<file path="config.mk">
export PLATFORM = sky130hd
export DESIGN_NAME = wash_seq
export DESIGN_NICKNAME = d
export VERILOG_FILES = /design/src/rtl/wash_pkg.sv /design/src/rtl/sec_tick.sv /design/src/rtl/wash_seq.sv
export SDC_FILE = /design/constraint.sdc
export NUM_CORES = 1
export LEC_CHECK = 0
export ABC_AREA = 1
export ABC_CLOCK_PERIOD_IN_PS = 5850
export CAP_MARGIN = 0
export CELL_PAD_IN_SITES_DETAIL_PLACEMENT = 0
export CELL_PAD_IN_SITES_GLOBAL_PLACEMENT = 1
export CORE_ASPECT_RATIO = 0.9
export CORE_MARGIN = 1
export CORE_UTILIZATION = 44
export CTS_CLUSTER_SIZE = 25
export DETAILED_ROUTE_END_ITERATION = 7
export PLACE_DENSITY = 0.85
export SYNTH_ARGS = -nofsm -noshare
export SYNTH_HDL_FRONTEND = slang
export SYNTH_SLANG_ARGS = --single-unit
export TNS_END_PERCENT = 20
</file>
<file path="constraint.sdc">
create_clock -name clk -period 5.85 [get_ports clk]
set_input_delay 0.8775 -clock clk [delete_from_list [all_inputs] [get_ports clk]]
set_output_delay 0.8775 -clock clk [all_outputs]
set_load 0.01 [all_outputs]
</file>
<file path="src/rtl/wash_pkg.sv">
// Shared wash-station definitions: phase encodings, program codes, prices and durations.
package wash_pkg;

    typedef enum logic [2:0] {
        StIdle,
        StCheck,
        StFill,
        StWash,
        StRinse,
        StSpin,
        StDone,
        StErr
    } state_t;

    localparam logic [1:0] ModeQuick   = 2'd0;
    localparam logic [1:0] ModeNormal  = 2'd1;
    localparam logic [1:0] ModeHeavy   = 2'd2;
    localparam logic [1:0] ModeInvalid = 2'd3;

    localparam logic [7:0] FillSecs  = 8'd5;
    localparam logic [7:0] RinseSecs = 8'd10;
    localparam logic [7:0] SpinSecs  = 8'd8;

    function automatic logic [7:0] price_of(input logic [1:0] m);
        case (m)
            ModeQuick:  price_of = 8'd3;
            ModeNormal: price_of = 8'd5;
            ModeHeavy:  price_of = 8'd8;
            default:    price_of = 8'd0;
        endcase
    endfunction

    function automatic logic [7:0] wash_secs(input logic [1:0] m);
        case (m)
            ModeQuick:  wash_secs = 8'd10;
            ModeNormal: wash_secs = 8'd20;
            ModeHeavy:  wash_secs = 8'd30;
            default:    wash_secs = 8'd0;
        endcase
    endfunction

    function automatic logic is_timed(input state_t s);
        is_timed = (s == StFill) || (s == StWash) || (s == StRinse) || (s == StSpin);
    endfunction

    function automatic state_t next_phase(input state_t s);
        case (s)
            StFill:  next_phase = StWash;
            StWash:  next_phase = StRinse;
            StRinse: next_phase = StSpin;
            default: next_phase = StDone;
        endcase
    endfunction

    // Seconds loaded on entry to a phase; untimed phases show 0.
    function automatic logic [7:0] phase_secs(input state_t s, input logic [1:0] m);
        case (s)
            StFill:  phase_secs = FillSecs;
            StWash:  phase_secs = wash_secs(m);
            StRinse: phase_secs = RinseSecs;
            StSpin:  phase_secs = SpinSecs;
            default: phase_secs = 8'd0;
        endcase
    endfunction

    function automatic logic [7:0] lamp(input state_t s);
        case (s)
            StIdle:  lamp = 8'b0000_0001;
            StFill:  lamp = 8'b0000_0010;
            StWash:  lamp = 8'b0000_0100;
            StRinse: lamp = 8'b0000_1000;
            StSpin:  lamp = 8'b0001_0000;
            StDone:  lamp = 8'b0010_0000;
            StErr:   lamp = 8'b0100_0000;
            default: lamp = 8'b1000_0000;
        endcase
    endfunction

endpackage

</file>
<file path="src/rtl/sec_tick.sv">
// One-second strobe generator: pulses tick once every TICK_DIV cycles while clr is low.
module sec_tick #(
    parameter int unsigned TICK_DIV = 100000000
) (
    input  logic clk,
    input  logic rst,
    input  logic clr,
    output logic tick
);

    localparam int unsigned CntW = (TICK_DIV > 1) ? $clog2(TICK_DIV) : 1;
    localparam logic [CntW-1:0] CntMax = CntW'(TICK_DIV - 1);

    logic [CntW-1:0] cnt_q, cnt_d;

    // Count up and wrap; clr holds the count at zero so a full period follows its release.
    always_comb begin
        cnt_d = cnt_q;
        tick  = 1'b0;
        if (clr) begin
            cnt_d = '0;
        end else if (cnt_q == CntMax) begin
            cnt_d = '0;
            tick  = 1'b1;
        end else begin
            cnt_d = cnt_q + 1'b1;
        end
    end

    // Counter register.
    always_ff @(posedge clk or negedge rst) begin
        if (!rst) begin
            cnt_q <= '0;
        end else begin
            cnt_q <= cnt_d;
        end
    end

endmodule

</file>
<file path="src/rtl/wash_seq.sv">
// Car-wash cycle sequencer: checks balance, charges once, then runs timed phases to DONE.
module wash_seq
    import wash_pkg::*;
#(
    parameter int unsigned TICK_DIV = 100000000
) (
    input  logic        clk,
    input  logic        rst,
    input  logic        start,
    input  logic        pause,
    input  logic [1:0]  mode,
    input  logic [11:0] bal,
    output logic        debit,
    output logic [7:0]  price,
    output logic [7:0]  remain,
    output logic [7:0]  st_light,
    output logic        done
);

    state_t     state_q, state_d;
    logic [1:0] mode_q, mode_d;
    logic       start_q;
    logic [7:0] remain_q, remain_d;
    logic       debit_q, debit_d;
    logic [7:0] price_q, price_d;
    logic [7:0] light_q, light_d;
    logic       done_q, done_d;
    logic       tick;
    logic       start_rise;
    logic       short_funds;

    assign start_rise  = start & ~start_q;
    assign short_funds = $signed(bal) < $signed({4'b0000, price_of(mode_q)});

    // Tick counter only runs in a timed phase with pause low.
    sec_tick #(
        .TICK_DIV(TICK_DIV)
    ) u_sec_tick (
        .clk (clk),
        .rst (rst),
        .clr (pause | ~is_timed(state_q)),
        .tick(tick)
    );

    // Next state plus next values of every registered output.
    always_comb begin
        state_d  = state_q;
        mode_d   = mode_q;
        remain_d = remain_q;
        debit_d  = 1'b0;
        price_d  = 8'd0;
        unique case (state_q)
            StIdle: begin
                if (start_rise) begin
                    state_d = StCheck;
                    mode_d  = mode;
                end
            end
            StCheck: begin
                if (mode_q == ModeInvalid || short_funds) begin
                    state_d = StErr;
                end else begin
                    state_d  = StFill;
                    remain_d = FillSecs;
                    debit_d  = 1'b1;
                    price_d  = price_of(mode_q);
                end
            end
            StFill, StWash, StRinse, StSpin: begin
                if (tick && !pause) begin
                    if (remain_q == 8'd1) begin
                        // Enter next phase with its duration already loaded.
                        state_d  = next_phase(state_q);
                        remain_d = phase_secs(next_phase(state_q), mode_q);
                    end else begin
                        remain_d = remain_q - 8'd1;
                    end
                end
            end
            StDone, StErr: begin
                if (start_rise) begin
                    state_d = StIdle;
                end
            end
        endcase
        light_d = lamp(state_d);
        done_d  = (state_d == StDone);
    end

    // State and output registers.
    always_ff @(posedge clk or negedge rst) begin
        if (!rst) begin
            state_q  <= StIdle;
            mode_q   <= 2'd0;
            start_q  <= 1'b0;
            remain_q <= 8'd0;
            debit_q  <= 1'b0;
            price_q  <= 8'd0;
            light_q  <= 8'b0000_0001;
            done_q   <= 1'b0;
        end else begin
            state_q  <= state_d;
            mode_q   <= mode_d;
            start_q  <= start;
            remain_q <= remain_d;
            debit_q  <= debit_d;
            price_q  <= price_d;
            light_q  <= light_d;
            done_q   <= done_d;
        end
    end

    assign debit    = debit_q;
    assign price    = price_q;
    assign remain   = remain_q;
    assign st_light = light_q;
    assign done     = done_q;

endmodule

</file>
==> flow_metrics.tcl, run 1 <==
set metrics [dict create \
    synthDominantCellAreaShare_pct 39.1 \
    synth-seq-cells 55 \
    grt_remaining_overflow 0 \
    antennaDiodeCount 0 \
    area.sequential_sq_um 1380 \
    setup.reg_to_reg.worst_slack_ps 3630 \
    fin_skew_ps 13.1 \
    max_clock_freq_ghz 0.431 \
    timing.critical_path.from_type "primary input" \
    clk_pin_slew_worst_paths_ps 100 \
    postSynthAreaPerCell_sq_um 7.69 \
    fin_hold_ws_ps 480 \
    final.setup.tns_ps 0 \
    die_area_sq_um 8200 \
    antenna_violations_before_repair 0 \
    finalInstanceArea_sq_um 4000 \
    synth_largest_area_cell "sky130_fd_sc_hd__dfrtp_1" \
    cts_tree "done" \
    ff2ff_path_depth 10 \
    post_cts_setup_inserts 0 \
    floorplan.initialDensity_pct 45.5 \
    first_global_vias 2685 \
    dpl.hpwl_um 5420 \
    slew_violations 0 \
    grt_setup_unrepaired "false" \
    fraction_of_the_yosys_area_taken_by_sequential_cells_pct 39.9 \
    timing.max_slew.rel_slack_pct 51.9 \
    final_util_pct 52.8 \
    drcViolationCount 0 \
    place.gp.congestion 0.800 \
    worst_r2r_endpoint "remain[0]" \
    ios 44 \
    drt-total-wl_um 7300 \
    wire_per_inst_um 12.4 \
    postPlaceCellArea_sq_um 3910 \
    critical_path.max_fanout 15 \
    hold_vio_cnt_final 0 \
    detail_route.vias_per_cell 4.88 \
    dr.first_iter.drc_count 137 \
    largest_net_degree_at_the_start_of_global_routing 56 \
    timing.max_cap.violations 0 \
    most_common_cell_after_layout_fill_and_taps_aside "sky130_fd_sc_hd__nand2_1" \
    wire_length_of_the_first_global_routing_pass_um 12700 \
    cts.root.buffer_cell "sky130_fd_sc_hd__clkbuf_8" \
    worst_skew_pair.late_latency_ps 320 \
    placement.io_buffers 39 \
    cts_max_level 2 \
    yosys_warnings 0 \
    result_of_the_run "complete, no violations" \
    fillerInstances 756 \
    cts-hold-fix-buffers 0 \
    num_vias 2864 \
    cts_max_path_buffers 2 \
    critPathRequiredTime_ps 6090 \
    mappedNetlistArea_sq_um 3450 \
    area_growth_pct 15.9 \
    crit_path_start "bal[3]" \
    synth.distinct_cells 37 \
    core-area_sq_um 7580 \
    worst_hold_path_type "flop to flop" \
    final_cell_mix "sky130_fd_sc_hd__nand2_1 (81), sky130_fd_sc_hd__nor2_1 (72), sky130_fd_sc_hd__inv_1 (66)" \
    ys_top_cells_by_area "sky130_fd_sc_hd__dfrtp_1 (39%), sky130_fd_sc_hd__nand2_1 (8.8%), sky130_fd_sc_hd__nor2_1 (7.8%), sky130_fd_sc_hd__inv_1 (7.2%), sky130_fd_sc_hd__ha_1 (5.8%)" \
    timing.final.crit_share_pct 39.6 \
    clkSinkCount 55 \
    die_x_um 95.4 \
    layout.nets 524 \
    antenna_left 0 \
    cts_bufs_inserted 5 \
    path_class "primary input to flop" \
    worst_ep_arrival_time_ps 2550 \
    min_period_ps 2320 \
    p_leak_nw 1.83 \
    track_usage_pct 19.8 \
    max-vdd-ir-drop_uv 209 \
    report.final.setup_viol 0 \
    regToRegStartpoint "remain[1]" \
    crit_path_end "remain[4]" \
    cts_resized 0 \
    postSynthCellCount 449 \
    drive_gt1_share_pct 10.2 \
    multi_input_comb_area_sq_um 1760 \
    fp-row-count 30 \
    dieHeight_um 86.0 \
    max_slew.worst_pin.slew_ps 719 \
    endpoint_kind "flop" \
    drtPass1Iterations 4 \
    power_density_over_the_cells_nw_per_um2 342 \
]
==> layout make-up <==
class / instances / area share [%]
timing repair buffer: 40 / 9.82
clock inverter: 2 / 0.407
multi-input combinational: 318 / 43.9
tap: 96 / 3.00
sequential: 55 / 34.4
inverter: 70 / 6.63
clock buffer: 6 / 1.81
==> worst min-delay path by stage <==
stage                              start                   end  slack, ps  cells past startpoint
floorplan           u_sec_tick.cnt_q[26]  u_sec_tick.cnt_q[26]        430                      1
global placement    u_sec_tick.cnt_q[26]  u_sec_tick.cnt_q[26]        460                      1
detailed placement  u_sec_tick.cnt_q[26]  u_sec_tick.cnt_q[26]        470                      1
CTS                 u_sec_tick.cnt_q[26]  u_sec_tick.cnt_q[26]        480                      1
global route        u_sec_tick.cnt_q[26]  u_sec_tick.cnt_q[26]        510                      1
finish              u_sec_tick.cnt_q[26]  u_sec_tick.cnt_q[26]        480                      1
==> where the power goes <==
part           switching (mW)  leakage (nW)  total [mW]  internal [mW]
Combinational           0.391          1.05       0.639          0.248
Sequential             0.0603         0.737       0.507          0.447
Clock                   0.135        0.0418       0.222         0.0865
Total                   0.586          1.83        1.37          0.782
==> metrics by stage <==
| step | instances | setup WS [ps] | total power, mW |
|---|---|---|---|
| detailed placement | 579 | 3170 | 1.15 |
| global placement | 579 | 3270 | 1.14 |
| finish | 587 | 3530 | 1.37 |
| floorplan | 452 | 3770 | 0.954 |
| CTS | 587 | 3520 | 1.38 |
| global route | 587 | 3350 | 1.49 |
==> metal layers <==
metal  GRT usage [%]  vias up  routed length (um)
met5               0        -                   0
met4            4.68        0                  44
met3            3.19        4                 244
met2            28.3       51                3070
met1            30.8     1317                3940
li1                -     1492                   -
==> cell families after synthesis <==
family	share of synthesized area [%]
AO/OA/AOI/OAI	7.29
buffers and inverters	9.57
other	0.109
adder cells (fa/ha/maj)	5.80
flip-flops	39.9
XOR/XNOR	3.30
AND/OR/NAND/NOR	34.0
==> cell usage after synthesis (all sizes together) <==
| cell type | count |
|---|---|
| inv | 70 |
| buf | 8 |
| nand4 | 4 |
| a21oi | 22 |
| o21a | 4 |
| nand3b | 1 |
| nand3 | 33 |
| dfstp | 1 |
| o21ai | 12 |
| o211ai | 1 |
| a22oi | 2 |
| a31o | 1 |
| nor4 | 4 |
| conb | 1 |
| xor2 | 11 |
| clkbuf | 1 |
| dfrtp | 54 |
| nor2 | 79 |
| nand2 | 96 |
| nor3b | 1 |
| o22a | 1 |
| xnor2 | 2 |
| nor3 | 24 |
| ha | 16 |
==> flip-flops by register name, indices dropped and copies added, names as in the netlist <==
| name | cells |
|---|---|
| remain | 8 |
| st_light | 8 |
| done | 1 |
| mode_q | 2 |
| debit | 1 |
| state_q | 3 |
| u_sec_tick.cnt_q | 27 |
| price | 4 |
| start_q | 1 |
==> worst max-delay path: stages <==
cell and delay, ps:
sky130_fd_sc_hd__clkdlybuf4s50_1 410, sky130_fd_sc_hd__ha_1 290, sky130_fd_sc_hd__nand2_1 50, sky130_fd_sc_hd__nand3_1 70, sky130_fd_sc_hd__nor2_1 40, sky130_fd_sc_hd__nand2_1 80
sky130_fd_sc_hd__nand3_2 160, sky130_fd_sc_hd__nand2_2 270, sky130_fd_sc_hd__o21ai_0 130, sky130_fd_sc_hd__a22oi_1 160
(Power assumes the default switching activity.)
==> inputs of run 2 (changes only) <==
ABC_CLOCK_PERIOD_IN_PS = 1980   (was 5850)
CORE_UTILIZATION = 37   (was 44)
PLACE_DENSITY = 0.76   (was 0.85)
clock period = 1.98 ns   (was 5.85 ns; I/O delays follow)
==> flow_metrics.tcl, run 2 (synthesis gave the netlist of run 1 again) <==
set metrics [dict create \
    crit_path_top_delay_cell "sky130_fd_sc_hd__dfrtp_1" \
    largest_register_ff_count 27 \
    wire_length_of_the_first_global_routing_pass_um 13200 \
    critical_path.max_fanout 8 \
    worst_path_largest_cell_delay_ps 400 \
    cts_max_level 2 \
    floorplan.initialDensity_pct 38.0 \
    grt_setup_unrepaired "true" \
    fp-row-count 33 \
    max_flop_register "u_sec_tick.cnt_q" \
    timing.max_cap.violations 0 \
    final_cell_count_no_fill 639 \
    fillerInstances 932 \
    grt_remaining_overflow 0 \
    area.sequential_sq_um 1380 \
    hold_vio_cnt_final 23 \
    cts_max_path_buffers 2 \
    ios 44 \
    largest_net_degree_at_the_start_of_global_routing 32 \
    failed_checks "design-rule violations, negative hold slack" \
    track_usage_pct 16.9 \
    die_x_um 104 \
    overall_power_after_layout_mw 4.48 \
    result_of_the_run "complete, but fails checks" \
    fin_skew_ps 14.4 \
    crit_path_start "mode_q[0]" \
    timing.critical_path.from_type "flop" \
    multi_input_comb_area_sq_um 1900 \
    antennaDiodeCount 0 \
    timing.max_slew.rel_slack_pct 59.8 \
    final_cell_mix "sky130_fd_sc_hd__nand2_1 (76), sky130_fd_sc_hd__nor2_1 (67), sky130_fd_sc_hd__inv_1 (62)" \
    worst_skew_pair.late_latency_ps 330 \
    drive_gt1_share_pct 20.1 \
    p_switching_mw 1.90 \
    wire_per_inst_um 12.5 \
    max-vdd-ir-drop_uv 494 \
    most_common_cell_after_layout_fill_and_taps_aside "sky130_fd_sc_hd__nand2_1" \
    path_class "flop to flop" \
    share_comb_of_total_power_pct 53.0 \
    report.final.setup_viol 0 \
    antenna_violations_before_repair 0 \
    place.gp.congestion 0.812 \
    core-area_sq_um 9080 \
    power_density_over_the_cells_nw_per_um2 1020 \
    dr.first_iter.drc_count 130 \
    antenna_left 0 \
    drtPass1Iterations 6 \
    drcViolationCount 2 \
    endpoint_kind "flop" \
    cpMostUsedCell "sky130_fd_sc_hd__nand2_2" \
    cts.root.buffer_cell "sky130_fd_sc_hd__clkbuf_8" \
    p_leak_nw 1.97 \
    detail_route.vias_per_cell 4.62 \
    pwr-share-clk_pct 14.4 \
    worst_ep_arrival_time_ps 2160 \
    critPathRequiredTime_ps 2190 \
    netSwitchingFraction_pct 42.4 \
    cts-hold-fix-buffers 0 \
    placement.io_buffers 39 \
    clkSinkCount 55 \
    timing.final.crit_share_pct 98.6 \
    worst_hold_path_type "primary input to async pin" \
    area_growth_pct 27.0 \
    die_area_sq_um 9720 \
    max_clock_freq_ghz 0.512 \
    clk_pin_slew_worst_paths_ps 100 \
    slew_violations 0 \
    internal_power_mw 2.58 \
    timing.critical_path.cells "inv_2 > ha_4 > inv_4 > ha_4 > nand2_2 > nand2_1 > nand2_1 > nand2_2 > nand2_4 > a21oi_4 > nand3_4 > nand2_2 > nor2_1" \
    num_vias 2952 \
    share_seq_of_total_power_pct 32.6 \
    cts_tree "done" \
    min_period_ps 1950 \
    fin_hold_ws_ps -24.0 \
    layout.nets 550 \
    first_global_vias 2783 \
    dieHeight_um 93.6 \
    drt-total-wl_um 7960 \
    max_slew.worst_pin.slew_ps 602 \
    dpl.hpwl_um 5820 \
    cts_bufs_inserted 5 \
    regToRegStartpoint "mode_q[0]" \
    dp.cells 624 \
]
run 2: changes by cell type in the layout (fill, tap and decap cells not counted), sizes merged:
cell,previous run,this run
clkinv,0,1
clkbuf,6,5
inv,71,70
nand2,96,97
buf,2,27
clkinvlp,1,2
run 2: critical path: cells and delay by family (launching register included):
family,cells,cell delay [ps]
flip-flops,1,400
AND/OR/NAND/NOR,8,660
adder cells (fa/ha/maj),2,420
buffers and inverters,2,170
AO/OA/AOI/OAI,1,170
run 2: power groups by stage:
stage               logic (mW)  clock network [mW]  registers, mW
detailed placement        2.10                   0           1.48
floorplan                 1.27                   0           1.54
global placement          2.08                   0           1.48
finish                    2.37               0.646           1.46
global route              2.66               0.717           1.49
CTS                       2.12               0.673           1.46
run 2: routing by layer:
metal / vias up / GRT usage [%] / share of wire [%]
met5: - / 0 / 0
met3: 6 / 3.00 / 3.5
li1: 1546 / - / -
met1: 1354 / 25.2 / 52
met2: 46 / 25.0 / 43
met4: 0 / 4.64 / 1.1
run 2: layout make-up:
| cell class | count | area share, % |
|---|---|---|
| Timing Repair Buffer | 65 | 13.5 |
| Multi-Input combinational cell | 319 | 43.4 |
| Tap cell | 122 | 3.48 |
| Clock buffer | 5 | 1.57 |
| Inverter | 70 | 6.11 |
| Clock inverter | 3 | 0.457 |
| Sequential cell | 55 | 31.5 |
run 2: path summary, 6_finish.rpt:
| check | end | slack (ps) | depth (start not counted) |
|---|---|---|---|
| max | st_light[4] | 30 | 13 |
| min | remain[2] | -20 | 1 |
| max reg2reg | st_light[4] | 30 | 13 |
| min reg2reg | u_sec_tick.cnt_q[26] | 480 | 1 |
| max in group asynchronous | u_sec_tick.cnt_q[1] | 1430 | 2 |
| min in group clk | start_q | 430 | 1 |
run 2: what timing repair did:
item,4_1_cts,5_1_grt
gates resized for setup,2,35
pin swaps,0,7
setup endpoints to repair,10,23
setup buffers,0,6
gates cloned,0,1
endpoints found under the hold margin,0,0
run 2: per-stage QoR:
stage	worst slack (ps)	TNS (ps)	area (sq um)	utilization, %	hold WS [ps]
floorplan	98.7	0	3460	-	1.41
global placement	-16.3	-52.7	4100	45.1	334
detailed placement	-60.8	-367	4100	45.1	356
CTS	0.122	0	4200	46.2	0.180
global route	-117	-1230	4380	48.3	9.05
finish	27.9	0	4380	48.3	-24.0
==> inputs of run 3 (changes only) <==
CTS_CLUSTER_SIZE = unset   (was 25)
==> results of run 3 <==
Final layout, timing and power as in run 2 (identical DEF).
